==> src/rtl/score_engine_pkg.sv <==
// Shared definitions for the wand-duel scoring engine: power-up codes,
// converter state encoding and the display-limit helper.
package score_pkg;

  localparam logic [1:0] PU_X1     = 2'b00;
  localparam logic [1:0] PU_X2     = 2'b01;
  localparam logic [1:0] PU_X4     = 2'b10;
  localparam logic [1:0] PU_SNITCH = 2'b11;

  typedef enum logic [1:0] {
    CV_IDLE  = 2'd0,
    CV_LOAD  = 2'd1,
    CV_SHIFT = 2'd2,
    CV_DONE  = 2'd3
  } cv_state_e;

  // Largest value representable in the given number of decimal digits.
  function automatic int max_score(input int digits);
    int m;
    m = 1;
    for (int i = 0; i < digits; i++) m = m * 10;
    return m - 1;
  endfunction

endpackage

==> src/rtl/score_engine_if.sv <==
// Player-facing bus of score_engine: game control and hit inputs in,
// binary scores, BCD bank and leader status out.
interface score_engine_if #(
    parameter int NUM_PLAYERS = 4,
    parameter int SCORE_W     = 14,
    parameter int DIGITS      = 4
);
    logic                              game_active;
    logic                              clear;
    logic [NUM_PLAYERS-1:0]            hit;
    logic [2*NUM_PLAYERS-1:0]          powerup;
    logic [SCORE_W*NUM_PLAYERS-1:0]    score;
    logic [4*DIGITS*NUM_PLAYERS-1:0]   bcd_digits;
    logic                              bcd_valid;
    logic [2:0]                        bcd_player;
    logic [2:0]                        leader;
    logic                              leader_tie;

    modport master (
        output game_active, clear, hit, powerup,
        input  score, bcd_digits, bcd_valid, bcd_player, leader, leader_tie
    );

    modport slave (
        input  game_active, clear, hit, powerup,
        output score, bcd_digits, bcd_valid, bcd_player, leader, leader_tie
    );
endinterface

==> src/rtl/score_engine_bcd_converter.sv <==
// Sequential double-dabble binary-to-BCD converter.
// IDLE -> LOAD -> SHIFT (SCORE_W cycles) -> DONE; done is high for the DONE cycle.
module bcd_converter
    import score_pkg::*;
#(
    parameter int SCORE_W = 14,
    parameter int DIGITS  = 4
) (
    input  logic                  clock,
    input  logic                  reset,
    input  logic                  start,
    input  logic [SCORE_W-1:0]    din,
    output logic                  done,
    output logic [4*DIGITS-1:0]   bcd
);
    localparam int BW = 4 * DIGITS;
    localparam int SW = BW + SCORE_W;
    localparam int CW = $clog2(SCORE_W + 1);

    cv_state_e         state;
    logic [SW-1:0]     sh;
    logic [SW-1:0]     sh_adj;
    logic [CW-1:0]     cnt;

    // Add-3 correction on every BCD nibble before each shift.
    always_comb begin
        sh_adj = sh;
        for (int d = 0; d < DIGITS; d++) begin
            if (sh[SCORE_W + 4*d +: 4] >= 4'd5)
                sh_adj[SCORE_W + 4*d +: 4] = sh[SCORE_W + 4*d +: 4] + 4'd3;
        end
    end

    always_ff @(posedge clock) begin
        if (reset) begin
            state <= CV_IDLE;
            sh    <= '0;
            cnt   <= '0;
            done  <= 1'b0;
        end else begin
            case (state)
                CV_IDLE: begin
                    done <= 1'b0;
                    if (start) state <= CV_LOAD;
                end
                CV_LOAD: begin
                    sh    <= {{BW{1'b0}}, din};
                    cnt   <= '0;
                    state <= CV_SHIFT;
                end
                CV_SHIFT: begin
                    sh  <= {sh_adj[SW-2:0], 1'b0};
                    cnt <= cnt + 1'b1;
                    if (cnt == CW'(SCORE_W - 1)) begin
                        state <= CV_DONE;
                        done  <= 1'b1;
                    end
                end
                CV_DONE: begin
                    done  <= 1'b0;
                    state <= CV_IDLE;
                end
                default: state <= CV_IDLE;
            endcase
        end
    end

    assign bcd = sh[SW-1 -: BW];

endmodule

==> src/rtl/score_engine.sv <==
// N-player scoring core: edge-detected hits, power-up increments, saturation,
// round-robin BCD bank refresh. Leader logic built only with SCORE_ENGINE_LEADER_EN.
module score_engine
    import score_pkg::*;
#(
    parameter int NUM_PLAYERS  = 4,
    parameter int SCORE_W      = 14,
    parameter int DIGITS       = 4,
    parameter int BASE_POINTS  = 10,
    parameter int SNITCH_BONUS = 150
) (
    input  logic           clock,
    input  logic           reset,
    score_engine_if.slave  bus
);
    localparam int               MAX_SCORE = max_score(DIGITS);
    localparam logic [SCORE_W:0] MAX_S     = (SCORE_W+1)'(MAX_SCORE);
    localparam logic [SCORE_W:0] INC_X1    = (SCORE_W+1)'(BASE_POINTS);
    localparam logic [SCORE_W:0] INC_X2    = (SCORE_W+1)'(BASE_POINTS * 2);
    localparam logic [SCORE_W:0] INC_X4    = (SCORE_W+1)'(BASE_POINTS * 4);
    localparam logic [SCORE_W:0] INC_SN    = (SCORE_W+1)'(SNITCH_BONUS);

    logic [NUM_PLAYERS-1:0][SCORE_W-1:0]  acc;
    logic [NUM_PLAYERS-1:0][4*DIGITS-1:0] bank;
    logic [NUM_PLAYERS-1:0]               hit_prev;
    logic [NUM_PLAYERS-1:0]               rise;
    logic [2:0]                           ptr;
    logic [SCORE_W-1:0]                   cv_din;
    logic [4*DIGITS-1:0]                  cv_bcd;
    logic                                 cv_done;
    logic                                 bcd_valid_q;
    logic [2:0]                           bcd_player_q;

    // Edge history tracks the raw input even while the game is paused,
    // so a hit held across game_active rising is not counted.
    always_ff @(posedge clock) begin
        if (reset) hit_prev <= '0;
        else       hit_prev <= bus.hit;
    end

    assign rise = bus.hit & ~hit_prev;

    for (genvar p = 0; p < NUM_PLAYERS; p++) begin : g_lane
        logic [SCORE_W:0]   inc;
        logic [SCORE_W:0]   sum;
        logic [SCORE_W-1:0] acc_q;

        always_comb begin
            inc = INC_X1;
            case (bus.powerup[2*p +: 2])
                PU_X1:     inc = INC_X1;
                PU_X2:     inc = INC_X2;
                PU_X4:     inc = INC_X4;
                PU_SNITCH: inc = INC_SN;
                default:   inc = INC_X1;
            endcase
            sum = {1'b0, acc_q} + inc;
        end

        always_ff @(posedge clock) begin
            if (reset)
                acc_q <= '0;
            else if (bus.clear)
                acc_q <= '0;
            else if (bus.game_active && rise[p])
                acc_q <= (sum > MAX_S) ? MAX_S[SCORE_W-1:0] : sum[SCORE_W-1:0];
        end

        assign acc[p] = acc_q;
    end

    always_comb begin
        cv_din = '0;
        for (int p = 0; p < NUM_PLAYERS; p++)
            if (ptr == 3'(p)) cv_din = acc[p];
    end

    bcd_converter #(
        .SCORE_W (SCORE_W),
        .DIGITS  (DIGITS)
    ) u_cv (
        .clock (clock),
        .reset (reset),
        .start (1'b1),
        .din   (cv_din),
        .done  (cv_done),
        .bcd   (cv_bcd)
    );

    always_ff @(posedge clock) begin
        if (reset) begin
            bank         <= '0;
            ptr          <= '0;
            bcd_valid_q  <= 1'b0;
            bcd_player_q <= '0;
        end else begin
            bcd_valid_q <= cv_done;
            if (cv_done) begin
                for (int p = 0; p < NUM_PLAYERS; p++)
                    if (ptr == 3'(p)) bank[p] <= cv_bcd;
                bcd_player_q <= ptr;
                ptr          <= (ptr == 3'(NUM_PLAYERS - 1)) ? 3'd0 : ptr + 3'd1;
            end
        end
    end

    assign bus.score      = acc;
    assign bus.bcd_digits = bank;
    assign bus.bcd_valid  = bcd_valid_q;
    assign bus.bcd_player = bcd_player_q;

`ifdef SCORE_ENGINE_LEADER_EN
    logic [2:0]         lead_idx;
    logic [SCORE_W-1:0] best;
    logic               tie;
    logic [2:0]         leader_q;
    logic               leader_tie_q;

    // Strict greater-than keeps the lowest index on equal scores.
    always_comb begin
        best     = acc[0];
        lead_idx = '0;
        for (int p = 1; p < NUM_PLAYERS; p++) begin
            if (acc[p] > best) begin
                best     = acc[p];
                lead_idx = 3'(p);
            end
        end
        tie = 1'b0;
        for (int p = 0; p < NUM_PLAYERS; p++)
            if (acc[p] == best && 3'(p) != lead_idx) tie = 1'b1;
    end

    always_ff @(posedge clock) begin
        if (reset) begin
            leader_q     <= '0;
            leader_tie_q <= 1'b0;
        end else begin
            leader_q     <= lead_idx;
            leader_tie_q <= tie;
        end
    end

    assign bus.leader     = leader_q;
    assign bus.leader_tie = leader_tie_q;
`else
    assign bus.leader     = '0;
    assign bus.leader_tie = 1'b0;
`endif

endmodule

==> src/flat_wrapper.sv <==
// flat-port wrapper written by rule: the top's interface ports become plain ports
module score_engine_flat import score_pkg::*;
#(
    parameter int NUM_PLAYERS  = 4,
    parameter int SCORE_W      = 14,
    parameter int DIGITS       = 4,
    parameter int BASE_POINTS  = 10,
    parameter int SNITCH_BONUS = 150
)
  (clock, reset, bus_game_active, bus_clear, bus_hit, bus_powerup, bus_score, bus_bcd_digits, bus_bcd_valid, bus_bcd_player, bus_leader, bus_leader_tie);
  score_engine_if #(.NUM_PLAYERS(NUM_PLAYERS), .SCORE_W(SCORE_W), .DIGITS(DIGITS)) bus_i ();
  input  logic clock;
  input  logic reset;
  input wire logic [$bits(bus_i.game_active)-1:0] bus_game_active;
  input wire logic [$bits(bus_i.clear)-1:0] bus_clear;
  input wire logic [$bits(bus_i.hit)-1:0] bus_hit;
  input wire logic [$bits(bus_i.powerup)-1:0] bus_powerup;
  output wire logic [$bits(bus_i.score)-1:0] bus_score;
  output wire logic [$bits(bus_i.bcd_digits)-1:0] bus_bcd_digits;
  output wire logic [$bits(bus_i.bcd_valid)-1:0] bus_bcd_valid;
  output wire logic [$bits(bus_i.bcd_player)-1:0] bus_bcd_player;
  output wire logic [$bits(bus_i.leader)-1:0] bus_leader;
  output wire logic [$bits(bus_i.leader_tie)-1:0] bus_leader_tie;
  assign bus_i.game_active = bus_game_active;
  assign bus_i.clear = bus_clear;
  assign bus_i.hit = bus_hit;
  assign bus_i.powerup = bus_powerup;
  assign bus_score = bus_i.score;
  assign bus_bcd_digits = bus_i.bcd_digits;
  assign bus_bcd_valid = bus_i.bcd_valid;
  assign bus_bcd_player = bus_i.bcd_player;
  assign bus_leader = bus_i.leader;
  assign bus_leader_tie = bus_i.leader_tie;
  score_engine #(.NUM_PLAYERS(NUM_PLAYERS), .SCORE_W(SCORE_W), .DIGITS(DIGITS), .BASE_POINTS(BASE_POINTS), .SNITCH_BONUS(SNITCH_BONUS)) u_core (.clock(clock), .reset(reset), .bus(bus_i));
endmodule
==> config.mk <==
export PLATFORM = sky130hd
export DESIGN_NAME = score_engine_flat
export DESIGN_NICKNAME = d
export VERILOG_FILES = /design/src/rtl/score_engine_pkg.sv /design/src/rtl/score_engine_if.sv /design/src/rtl/score_engine_bcd_converter.sv /design/src/rtl/score_engine.sv /design/src/flat_wrapper.sv
export SDC_FILE = /design/constraint.sdc
export NUM_CORES = 1
export LEC_CHECK = 0
export ABC_AREA = 0
export CAP_MARGIN = 25
export CORE_ASPECT_RATIO = 1.25
export CORE_MARGIN = 10
export CORE_UTILIZATION = 55
export CTS_CLUSTER_DIAMETER = 30
export DETAILED_ROUTE_END_ITERATION = 10
export MAX_ROUTING_LAYER = met4
export PLACE_DENSITY_LB_ADDON = 0.12
export SYNTH_ARGS = -nofsm -noshare
export SYNTH_HDL_FRONTEND = slang
export SYNTH_SLANG_ARGS = --single-unit
==> constraint.sdc <==
create_clock -name clock -period 3.7 [get_ports clock]
set_input_delay 0.74 -clock clock [delete_from_list [all_inputs] [get_ports clock]]
set_output_delay 0.74 -clock clock [all_outputs]
set_load 0.02 [all_outputs]
# == Word-level counts from Yosys, hierarchy flattened ==
# Index checks and enable logic that the tools add are counted.
# word_totals
output_inout_bits,128
ff_bits,168
word_cells,98
in_bits,16
# op_classes
add_sub_neg,10
bitwise_logic,2
n_lt_le_gt_ge,8
n_eq_ne,20
mux,23
reduce_logical,19
# op_table
op,n
$pmux W15 S4,4
$mux W14,8
$add A14 B15 Y15,4
$gt A15 B14 Y1 const B,4
$pmux W30 S2,1
$eq A2 B2 Y1 const B,10
$ge A4 B3 Y1 const B,4
$add A4 B2 Y4 const B,3
$mux W4,3
$eq A2 B1 Y1 const B,5
$logic_not A2 Y1,5
$reduce_and A2 Y1,5
$pmux W2 S4,1
$pmux W4 S2,1
$eq A3 B2 Y1 const B,2
$mux W3,2
$add A4 B1 Y4 const B,1
$and A4 B4 Y4,1
$eq A4 B4 Y1 const B,1
$logic_and A1 B1 Y1,4
$not A4 Y4,1
$reduce_bool A2 Y1,2
$reduce_or A2 Y1,2
$add A3 B1 Y3 const B,1
other kinds (7),7

# == Longest topological paths before layout ==
# logic_depth
word_depth,6
ltp_mapped,13
depth_no_buf,12

# == Modules after synthesis ==
# Synthesis repeated with hierarchy kept, for this count alone.
# hier_totals
cells_unflattened,1320
hier_area_um2,10216.0
# modules_own_cells
module,instances,area_per_inst_um2,cells_each
score_engine,1,8137.8,1088
bcd_converter,1,2078.2,232

# == Least setup slack after synthesis ==
# Ideal clock, no wire load.
# synth_timing
kind,in2reg
start,input port bus_powerup[2]
end,register u_core.g_lane[1].acc_q[5]
stages,12
t_arrival_ns,3.406
setup_slack_ns,0.223
setup_time_ns,0.070
path_cell_list,inv_1 -> ha_1 -> ha_1 -> fa_1 -> a211o_1 -> a211oi_2 -> nor3_1 -> nor3b_4 -> o22a_2 -> o31ai_4 -> or4_1 -> a21oi_1
# synth_via
elab_chain_len,5
elab_cells_between_ends,8
classes_between,add/sub (1); order compare (1); eq/ne (3); mux (2); reduce/logical (1)
# synth_rtl
item,line,rtl
"start, declared",flat_wrapper.sv:17,input wire logic [$bits(bus_i.powerup)-1:0] bus_powerup;
"$eq A2 B2 Y1, or another cell as far along",score_engine.sv:50,case (bus.powerup[2*p +: 2])
$pmux W15 S4 *,score_engine.sv:50,
$add A14 B15 Y15 *,score_engine.sv:57,"sum = {1'b0, acc_q} + inc;"
$gt A15 B14 Y1,score_engine.sv:66,acc_q <= (sum > MAX_S) ? MAX_S[SCORE_W-1:0] : sum[SCORE_W-1:0];
$mux W14 *,score_engine.sv:66,
"end signal, assigned",score_engine.sv:66,
"end, declared",score_engine.sv:46,logic [SCORE_W-1:0] acc_q;
# Every way passes the cells marked *; elsewhere a longest branch is shown, timed or not. The select of a mux whose other input is x is not followed.
# A chain may end at the register's enable or synchronous reset.

# == Final worst setup path ==
# layout_timing
start,input port bus_powerup[5]
end,register u_core.g_lane[2].acc_q[8]
# layout_via
elab_chain_len,5
elab_cells_between_ends,8
classes_between,add/sub (1); order compare (1); eq/ne (3); mux (2); reduce/logical (1)
# layout_rtl
item,line
"$eq A2 B2 Y1, or another cell as far along",score_engine.sv:50
$pmux W15 S4 *,score_engine.sv:50
$add A14 B15 Y15 *,score_engine.sv:57
$gt A15 B14 Y1,score_engine.sv:66
$mux W14 *,score_engine.sv:66
"end signal, assigned",score_engine.sv:66
"end, declared",score_engine.sv:46
# Marked as above.

==> reports/qor.yml <==
outcome:
  outcome: "completed"
clock_tree:
  clockBufferDepth: 2
  ctsHoldBuffers: 0
  root_buffer: "clkbuf_16"
  cts_buffers: 17
  cts_tree: "done"
  h-tree-depth: 4
  cts_sinks: 168
  clock_latency_ns: 0.43
  path_clk_slew_ns: 0.07
final_layout:
  stdcell_count: 1634
  drive_gt1_share_pct: 11.74
  syn_to_final_growth_pct: 28.02
  post-route-cell-area_sq_um: 12170
  fillers: 1387
  finalNetCount: 1469
  antennaDiodeCount: 0
place:
  pre_cts_ws_ns: -0.4259
  place.gp.congestion: 0.9417
  placed_cells: 1598
  place_area_sq_um: 11390
  portBuffers: 139
  hpwl_mm: 20.25
sta:
  period_minus_slack_ns: 3.613
  fin_ws_ns: 0.08665
  hold_slack_ns: 0.4540
  setup_violations: 0
  hold_violations: 0
  relSlewSlack_pct: 37.65
  period_share_pct: 97.66
  fmaxAchievable_mhz: 276.8
  maxSlewViolCount: 0
  worstMarginPinSlew_ns: 0.9352
  fin_skew_ns: 0.01201
power_and_ir_drop:
  switching_share_pct: 30.68
  p_leak_nw: 4.495
  clockPowerShare_pct: 38.8
  pwr-share-comb_pct: 17.5
  p_int_w: 0.003089
  p_per_area_nw_per_um2: 366.3
  power_switching_w: 0.001367
  ir_drop_v: 0.0002422
  power_frac_seq_pct: 43.7
floorplan:
  core_sq_um: 16910
  die_area_sq_um: 22970
  start_util_pct: 56.20
  die_w_um: 137.6
  die_y_um: 167.0
  rows: 53
  io_pins: 144
logic_synthesis:
  synthArstFlopShare_pct: 0
  syn_area_per_cell_sq_um: 7.567
  syn_inst: 1256
  synth_edf_count: 0
  synthesis.area_sq_um: 9504
  synthDistinctLibCells: 76
  yosys_warnings: 0
  synth-main-ff-cell: "dfxtp_1"
  ys_seq_elements: 168
  synth-seq-area-share_pct: 35.39
routing:
  viasPerCell: 5.871
  remaining_drc_errors: 0
  drt_iter0_drc: 603
  wl_mm: 27.92
  vias: 9594
  ant_nets: 0
  avgRoutedWirePerCell_um: 17.09
  drtPass1Iterations: 6
grt:
  grt_pass1_wl_mm: 43.86
  grtUsageTotal_pct: 23.58
  grt_max_degree: 109
  grt_pass1_vias: 8869
  antenna_found_initial: 0
  overflow: 0
hold_path:
  hold_depth: 2
  hold_end: "u_core.bus.bcd_digits[57]"
  min_path_type: "reg2reg"
  min_from: "u_core.bus.bcd_digits[57]"
flow_run:
  max_cap_violations: 0
setup_path:
  critPathLaunchType: "input port"
  worst-r2r-setup-slack_ns: 0.76
  crit_fanout: 7
  critPathMaxStageDelay_ns: 0.54
  critical_path_class: "in2reg"
  reg2reg_from: "u_core.g_lane[2].acc_q[1]"
  critical-path-slowest-cell: "clkdlybuf4s50_1"
  required_ns: 4.07
  cp_cell_sequence: "clkdlybuf4s50_1 -> ha_4 -> ha_2 -> fa_2 -> a211o_1 -> a21oi_4 -> mux2i_1 -> o211ai_1 -> o2111ai_2 -> a221o_2 -> a21oi_1 -> o21a_1"
  crit_family: "compound AO/OA/AOI/OAI gates"
  r2r_end: "u_core.g_lane[2].acc_q[8]"
  worst_setup_path_end_kind: "flip-flop"
  arrival_ns: 3.98
  ff2ff_path_depth: 10
  timing.critical_path.buf_inv: 1
## metal layers
layer	GRT usage, %	routed length, um	vias up
met1	28.32	11790	4515
li1	-	-	4704
met5	-	0	-
met2	39.29	13610	329
met4	8.448	786	0
met3	2.950	1737	46
## cells by family (layout without fill, tap and decap cells)
family	count (synthesis)	count (layout)	synth area share, %
and+or+nand+nor	518	518	24.61
AOI/OAI and AO/OA	354	355	24.18
DFF	168	168	35.39
buffers and inverters	131	285	5.529
adders and majority gates	52	52	7.162
xor gates and xnor gates	23	23	2.120
muxes	9	9	0.9742
other	1	4	0.03946
## registers in the layout, summed over array words and instances (netlist names)
register	flops
u_core.bus.bcd_digits	64
u_core.bus.bcd_player	3
u_core.bus.bcd_valid	1
u_core.g_lane.acc_q	56
u_core.hit_prev	4
u_core.ptr	3
u_core.u_cv.cnt	4
u_core.u_cv.done	1
u_core.u_cv.sh	30
u_core.u_cv.state	2
## synth_stat cells (all sizes together) (15+ instances only)
cell | n | share of area [%]
nor3 | 40 | 2.1
inv | 30 | 1.2
a21oi | 143 | 7.6
nand3 | 35 | 1.8
a211oi | 17 | 1.6
nand2 | 220 | 8.7
buf | 21 | 1.2
a221oi | 16 | 1.6
dfxtp | 168 | 35
clkbuf | 80 | 3.2
xnor2 | 18 | 1.7
ha | 48 | 6.3
nor2 | 127 | 5.0
o21ai | 66 | 3.5
a21o | 15 | 1.2
## layout by cell type (no fill, tap or decap), types with 5 or more instances in the layout
cell type and count:
a211oi_1 10, a22oi_1 9, nand2_1 220, a21oi_1 141, dfxtp_1 168, o21ai_0 62, nor4_1 5, nand2b_1 8
o21a_1 12, xnor2_1 18, nand3_1 35, a31oi_1 11, mux2i_1 7, o211ai_1 6, ha_1 43, a211oi_2 7
a221oi_1 14, and2_1 12, and3_1 12, or3_1 9, o31ai_1 9, clkdlybuf4s50_1 137, nand3b_1 6, nor2_1 126
nor2b_1 10, xor2_1 5, a21o_1 14, inv_1 29, o211a_1 5, buf_4 81, nor3_1 38, clkbuf_16 17
nand4_1 9, a32oi_1 5
## power groups by stage
stage | Sequential, W | Combinational [W] | Clock [W]
6_report | 0.00195 | 0.000781 | 0.00173
2_1_floorplan | 0.00198 | 0.000553 | 0
4_1_cts | 0.00195 | 0.000757 | 0.00174
3_3_place_gp | 0.00198 | 0.000737 | 0
5_1_grt | 0.00196 | 0.000871 | 0.00182
3_5_place_dp | 0.00198 | 0.000753 | 0
## worst register-to-register path, cell delays in order, from the launching register on
cell       delay (ns)
dfxtp_1          0.37
ha_2             0.22
fa_2             0.39
a211o_1          0.36
a21oi_4          0.21
mux2i_1          0.10
o211ai_1         0.22
o2111ai_2        0.17
a221o_2          0.49
a21oi_1          0.21
o21a_1           0.14
## per-stage QoR
step / power (W) / util [%] / setup TNS [ns]
after global routing: 0.004651 / 71.95 / -0.01696
after detailed placement: 0.002737 / 67.35 / -14.78
final: 0.004456 / 71.95 / 0
after CTS: 0.004444 / 70.80 / 0
after global placement: 0.002721 / 67.35 / -11.49
after floorplan: 0.002531 / - / 0
## how the worst max path moves through the flow
stage	endpoint	cells past startpoint	startpoint
after floorplan	u_core.g_lane[1].acc_q[5]	12	bus_powerup[2]
after global placement	u_core.g_lane[2].acc_q[4]	13	bus_powerup[4]
after detailed placement	u_core.g_lane[3].acc_q[8]	13	bus_powerup[6]
after CTS	u_core.g_lane[3].acc_q[8]	13	bus_powerup[6]
after global routing	u_core.g_lane[2].acc_q[8]	13	bus_powerup[4]
final	u_core.g_lane[2].acc_q[8]	12	bus_powerup[5]
## layout make-up
class | instances | area [sq um] | area share (%)
Multi-Input combinational cell | 961 | 5771 | 47.43
Sequential cell | 168 | 3363 | 27.64
Timing Repair Buffer | 223 | 2062 | 16.95
Clock buffer | 17 | 425.4 | 3.496
Tap cell | 220 | 275.3 | 2.262
Clock inverter | 15 | 157.7 | 1.296
Inverter | 30 | 112.6 | 0.9255
## what timing repair did
action	4_1_cts	5_1_grt
endpoints found under the setup margin	0	46
resized for setup	0	29
setup buffers	0	2
endpoints found under the hold margin	0	0
Power figures use the tool's default switching activity.
